## src/rtl/instruction_fetch_stage.sv

```systemverilog
// MIPS instruction fetch stage: owns the PC, drives instruction memory, and fills the IF/ID register.
// Handles stall, redirect with wrong-path squash, a sticky out-of-range fault, and a saturating fetch counter.
module instruction_fetch_stage #(
    parameter logic [31:0] RESET_PC   = 32'h0000_0000,
    parameter int          IMEM_BYTES = 128,
    parameter int          COUNT_W    = 16
) (
    input  logic               clk,
    input  logic               reset,
    input  logic               Stall,
    input  logic               Redirect,
    input  logic [31:0]        RedirectTarget,
    output logic [31:0]        Address,
    input  logic [31:0]        Instruction,
    output logic [31:0]        IF_ID_Instruction,
    output logic [31:0]        IF_ID_PCPlus4,
    output logic               IF_ID_Valid,
    output logic               FetchFault,
    output logic [COUNT_W-1:0] FetchCount
);

    typedef enum logic {
        FETCH = 1'b0,
        FAULT = 1'b1
    } state_t;

    localparam logic [31:0] LAST_FETCH = 32'(IMEM_BYTES - 4);

    state_t      state;
    logic [31:0] pc;
    logic [31:0] pc_plus4;
    logic [31:0] redirect_pc;
    logic        in_range;

    assign pc_plus4    = pc + 32'd4;
    assign redirect_pc = RedirectTarget & ~32'h3;
    assign in_range    = (pc <= LAST_FETCH);
    assign Address     = pc;

    // NOTE: every register here is assigned with <= so all of them see the pre-edge
    // values of pc and the counter; blocking '=' would leak updated values between lines.
    always_ff @(posedge clk) begin
        if (reset) begin
            state             <= FETCH;
            pc                <= RESET_PC;
            IF_ID_Instruction <= '0;
            IF_ID_PCPlus4     <= '0;
            IF_ID_Valid       <= 1'b0;
            FetchFault        <= 1'b0;
            FetchCount        <= '0;
        end else if (Redirect) begin
            // The word fetched this cycle is wrong-path; squash it into a bubble.
            state             <= FETCH;
            pc                <= redirect_pc;
            IF_ID_Instruction <= '0;
            IF_ID_PCPlus4     <= '0;
            IF_ID_Valid       <= 1'b0;
        end else if (Stall) begin
            state <= state;
        end else if (state == FAULT || !in_range) begin
            // Park on the faulting PC, feeding bubbles until a redirect or reset.
            state             <= FAULT;
            IF_ID_Instruction <= '0;
            IF_ID_PCPlus4     <= '0;
            IF_ID_Valid       <= 1'b0;
            FetchFault        <= 1'b1;
        end else begin
            pc                <= pc_plus4;
            IF_ID_Instruction <= Instruction;
            IF_ID_PCPlus4     <= pc_plus4;
            IF_ID_Valid       <= 1'b1;
            if (FetchCount != {COUNT_W{1'b1}})
                FetchCount <= FetchCount + COUNT_W'(1);
        end
    end

endmodule

```

## config.mk

```make
export PLATFORM = sky130hd
export DESIGN_NAME = instruction_fetch_stage
export DESIGN_NICKNAME = d
export VERILOG_FILES = /design/src/rtl/instruction_fetch_stage.sv
export SDC_FILE = /design/constraint.sdc
export NUM_CORES = 1
export LEC_CHECK = 0
export ABC_AREA = 1
export CAP_MARGIN = 20
export CORE_ASPECT_RATIO = 0.7
export CORE_MARGIN = 2
export CORE_UTILIZATION = 44
export CTS_CLUSTER_DIAMETER = 100
export DETAILED_ROUTE_END_ITERATION = 6
export GPL_TIMING_DRIVEN = 0
export PLACE_DENSITY_LB_ADDON = 0.15
export SLEW_MARGIN = 25
export SYNTH_ARGS = -nofsm -noshare
export SYNTH_HDL_FRONTEND = slang
export SYNTH_SLANG_ARGS = --single-unit
```

## constraint.sdc

```tcl
create_clock -name clk -period 2.19 [get_ports clk]
set_clock_uncertainty 0.05 [all_clocks]
set_input_delay 0.657 -clock clk [delete_from_list [all_inputs] [get_ports clk]]
set_output_delay 0.657 -clock clk [all_outputs]
set_load 0.02 [all_outputs]
```

=== Yosys cells after proc, flatten, opt, wreduce, memory -nomap -nowiden ===
Index checks and enable logic that the tools add are counted.

* Bits of input ports: 68
* Register bits: 115
* Output and inout bits: 114
* Logic and storage cells: 31

* Reduce and logical (&&, ||, !) cells: 8
* $lt $le $gt $ge: 1
* Add/subtract/negate cells: 2
* Bitwise logic cells: 3
* Equality and inequality tests: 3
* Muxes and demuxes: 6

{| class="wikitable"
|+ Operators with widths
! operator !! count
|-
| 2-to-1 mux 32 bit || 5
|-
| adder 32 x 3 -> 32 bit, second input constant || 1
|-
| less-or-equal comparator 32 x 7 -> 1 bit, second input constant || 1
|-
| adder 16 x 1 -> 16 bit, second input constant || 1
|-
| inequality test 16 bit, second input constant || 1
|-
| AND reduction 2 bit || 3
|-
| AND reduction 4 bit || 1
|-
| inverter 1 bit || 3
|-
| AND reduction 3 bit || 1
|-
| inequality test 2 x 1 -> 1 bit, second input constant || 1
|-
| inequality test 2 bit, second input constant || 1
|-
| OR reduction 2 bit || 1
|-
| logical NOT 1 bit || 1
|-
| logical OR 1 bit || 1
|-
| 2-to-1 mux 1 bit || 1
|}

=== Longest topological paths before layout ===
* Word-level depth: 6
* Depth in mapped cells: 12
* Depth with buffers taken out: 11

=== Worst setup path after synthesis ===
No wires, ideal clock.

* Path kind: flip-flop to flip-flop
* Start: register FetchCount[0]
* End: register FetchCount[13]
* Stages on the path, launching flop included: 11
* Data arrival time: 1.627 ns
* Path buffers: 1
* Library setup time: 0.069 ns
* Required time: 2.071 ns
* Slack: 0.445 ns
* Period minus slack after synthesis: 1.745 ns
* Cells stage by stage: dfxtp_1 -> ha_1 -> nand3_2 -> inv_2 -> nand2_2 -> nor2_4 -> nand2_4 -> nand3_4 -> buf_12 -> nand2_2 -> a21oi_2

* Cells in the longest elaborated chain, start to end: 2
* Elaborated cells on any way between the ends: 3
* Classes of those cells: 1 x add/sub; 1 x eq/ne; 1 x reduce/logical

{| class="wikitable"
|+ Ends and longest elaborated chain
! what !! RTL line !! source
|-
| start, declared || 19 || <nowiki>output logic [COUNT_W-1:0] FetchCount</nowiki>
|-
| start signal, assigned || 73 || <nowiki>FetchCount <= FetchCount + COUNT_W'(1);</nowiki>
|-
| parallel branches: the longest is 2 deep, another holds adder 16 x 1 -> 16 bit || n/a ||
|}

Parallel ways; which one is timed is not known.
A chain may end at the register's enable or synchronous reset.

=== Worst setup path in the final report ===
* Start: register pc[7], in the netlist Address[7]
* End: output Address[7]

{| class="wikitable"
|+ RTL lines
! what !! RTL line !! source
|-
| start, declared || 30 || <nowiki>logic [31:0] pc;</nowiki>
|-
| start signal, assigned || 54 || <nowiki>pc <= redirect_pc;</nowiki>
|-
| start signal, assigned || 68 || <nowiki>pc <= pc_plus4;</nowiki>
|-
| end, declared || 13 || <nowiki>output logic [31:0] Address,</nowiki>
|}

No word-level cell between the ends.

==> results by group <==
Routing
  • Drt drc: 0
  • Routed WL: 13.5 mm
  • Vias after detailed routing: 4,761
  • Drt initial violations: 309
  • Routed Antenna Nets: 0
  • Post-DR wirelength/cell: 14.2 um
  • Vias per Instance: 5.00
  • TritonRoute pass-1 iters: 4

Die
  • CORE AREA: 10,300 um2
  • DIE AREA: 11,400 um2
  • Die Ht: 90.0 um
  • Starting Density: 0.451
  • IO Pins: 182
  • Die X: 127 um
  • Rows: 31

Global routing
  • Vias in the first global route: 4,519
  • Tot GR Track Use: 0.233
  • Largest net degree at the start of global routing: 20
  • First-pass GRT wire length: 21.7 mm
  • Antenna violations before repair: 0
  • Total gr overflow: 0

Power and ir drop
  • Worst vdd ir: 0.418 mV
  • Clock Power Share: 0.404
  • Sequential power share: 0.491
  • PwrDens: 614 nW/um2
  • Leak: 2.86 nW
  • Final Power: 0.00424 W
  • Net switching power: 0.00104 W
  • Net Sw Frac: 0.245
  • Internal: 0.00320 W
  • Gate power share: 0.105

Synth
  • EDFF count, synth: 0
  • Post-synthesis average cell area: 7.41 um2
  • Post-synth ARST share: 0
  • Top cells by area, synth: dfxtp_1 (48%), nand2_1 (15%), nand3_1 (9.9%)
  • Post-synthesis sequential element count: 111
  • Synth warnings: 0
  • Cells after Synth: 627
  • Largest area contributor in the netlist: dfxtp_1
  • Leading cell type by number of instances after synthesis: nand2_1
  • Synthesized area: 4650 um2
  • Synth cell count leaders: nand2_1 (183), dfxtp_1 (111), nand3_1 (92), nor2_1 (56), a21oi_1 (38)
  • Sequential fraction of the synthesis area: 0.478
  • Top_reg_cell synth: dfxtp_1
  • Synth cell types: 32
  • Share of the synthesized area in the top cell type: 0.478

Clocking
  • TritonCTS clock tree: done
  • Clock Latency Late Sink: 0.35 ns
  • Clock H-tree levels: 3
  • Max Root-Sink Buffers: 2
  • Post-CTS Setup Inserts: 0
  • CTS Buf Count: 9
  • Clock tree sinks: 111
  • Worst-path clk slew: 0.07 ns
  • CTS root buf: clkbuf_16

Timing
  • RSZ-0062 raised after global routing: no
  • F_max: 467 MHz
  • Post-route setup TNS: 0 ns
  • Period utilization: 0.978
  • Hold Fails Final Rpt: 0
  • Hold WS: 0.394 ns
  • Worst relative slew slack: 0.581
  • Worst setup margin: 0.0487 ns
  • Final Max Tran Viols: 0
  • Least-Margin Pin Slew: 0.629 ns
  • Final setup viols: 0
  • Min Tclk post-route: 2.14 ns

Critical path
  • Crit path to: Address[7]
  • R2R Path End: IF_ID_Instruction[11]
  • Reg-to-Reg Start: Address[7]
  • Worst-path cell with the longest stage delay: clkdlybuf4s50_1
  • Delay of the slowest critical-path stage: 0.65 ns
  • Critical path buffers and inverters: 1
  • Reg2Reg Depth: 10
  • CP Launch Type: flop
  • Arrival @ worst endpoint: 1.43 ns
  • CP startpoint: Address[7]
  • Critical path class: flop to output port
  • CP endpoint kind: output port
  • Top delay family on crit path: buffers and inverters
  • Req. time, crit path: 1.48 ns
  • Internal reg-to-reg setup slack: 0.31 ns
  • Crit path depth: 1
  • Critical path fanouts, max: 5
  • CP cell instances: clkdlybuf4s50_1

Place
  • Global placement routability congestion: 0.898
  • PortBufs: 174
  • DP HPWL: 10.0 mm
  • DP Worst Slack: -0.267 ns

Hold path
  • Worst min path class: flop to flop

Final layout
  • Diode count: 0
  • Area Overhead vs Synth: 48.5%
  • Fin nets: 885
  • Filler cell count in the final layout: 871
  • Layout cells sized above 1: 0.0817

Outcome
  • Status: complete, no violations

Job
  • Max-cap viol count: 0
==> stage by stage <==
| step | util | instance area (um2) | instances |
|---|---|---|---|
| after detailed placement | 0.636 | 6570 | 936 |
| after floorplan | - | 4660 | 630 |
| after global routing | 0.669 | 6900 | 952 |
| after global placement | 0.636 | 6570 | 936 |
| final | 0.669 | 6900 | 952 |
| after CTS | 0.667 | 6880 | 952 |
==> layout by cell type (no fill, tap or decap), types with 2 or more instances in the layout <==
master,instances
a21oi_1,38
a21oi_2,10
buf_1,3
buf_2,7
buf_4,4
buf_6,3
clkbuf_1,19
clkbuf_16,9
clkbuf_2,2
clkdlybuf4s50_1,165
clkinv_4,3
conb_1,4
dfxtp_1,111
dlymetal6s2s_1,8
ha_1,2
inv_1,36
inv_2,2
nand2_1,183
nand2_2,13
nand3_1,92
nand4_1,12
nor2_1,56
nor2_4,3
o21ai_0,8
xnor2_1,5
xor2_1,6
==> area by class of cell <==
type                            count  area (um2)  share of cell area
Clock buffer                       10         239              0.0346
Tap cell                          132         165              0.0239
Inverter                           40         151              0.0219
Clock inverter                      6        76.3              0.0111
Timing Repair Buffer              174        1760               0.255
Multi-Input combinational cell    440        2080               0.301
Buffer                             39         211              0.0306
Sequential cell                   111        2220               0.322
==> state kept, by name, indices dropped and copies added, names as in the netlist <==
| register | flops |
|---|---|
| IF_ID_Instruction | 32 |
| Address | 30 |
| IF_ID_PCPlus4 | 30 |
| FetchCount | 16 |
| FetchFault | 1 |
| IF_ID_Valid | 1 |
| state | 1 |
==> per-layer routing <==
layer  up-vias  share of wire  global-route usage
met3        25          0.079              0.0744
met1      2187           0.44               0.301
met2       177           0.45               0.373
met4         0          0.022              0.0742
met5         -              0                   0
li1       2372              -                   -
==> power by group through the flow <==
stage,clock network (W),logic [W],registers (W)
after floorplan,0,0.000170,0.00216
after global placement,0,0.000436,0.00212
after detailed placement,0,0.000441,0.00213
after CTS,0.00174,0.000445,0.00208
after global routing,0.00182,0.000481,0.00209
final,0.00171,0.000446,0.00208
==> cells by family (layout without fill, tap and decap cells) <==
family	after synthesis	after routing	synth area share
DFF	111	111	0.478
AOI/OAI and AO/OA	57	57	0.0700
other	1	4	0.000807
and+or+nand+nor	366	366	0.348
buffers and inverters	79	269	0.0775
adders and majority gates	2	2	0.00538
xor gates and xnor gates	11	11	0.0207
==> what timing repair did <==
item,CTS,global route
setup endpoints to repair,1,26
resized for setup,1,12
pin swaps,0,0
hold buffers,0,0
endpoints found under the hold margin,0,0
==> how the worst min path moves through the flow <==
stage | startpoint | endpoint | slack (ns) | cells after the start
after global routing | IF_ID_PCPlus4[28] | IF_ID_PCPlus4[28] | 0.42 | 2
after detailed placement | IF_ID_PCPlus4[31] | IF_ID_PCPlus4[31] | 0.38 | 2
after global placement | IF_ID_PCPlus4[30] | IF_ID_PCPlus4[30] | 0.38 | 2
after CTS | IF_ID_PCPlus4[31] | IF_ID_PCPlus4[31] | 0.40 | 2
final | IF_ID_PCPlus4[31] | IF_ID_PCPlus4[31] | 0.39 | 2
after floorplan | state | state | 0.39 | 2
Note: power is estimated with default switching activity, not from simulation.
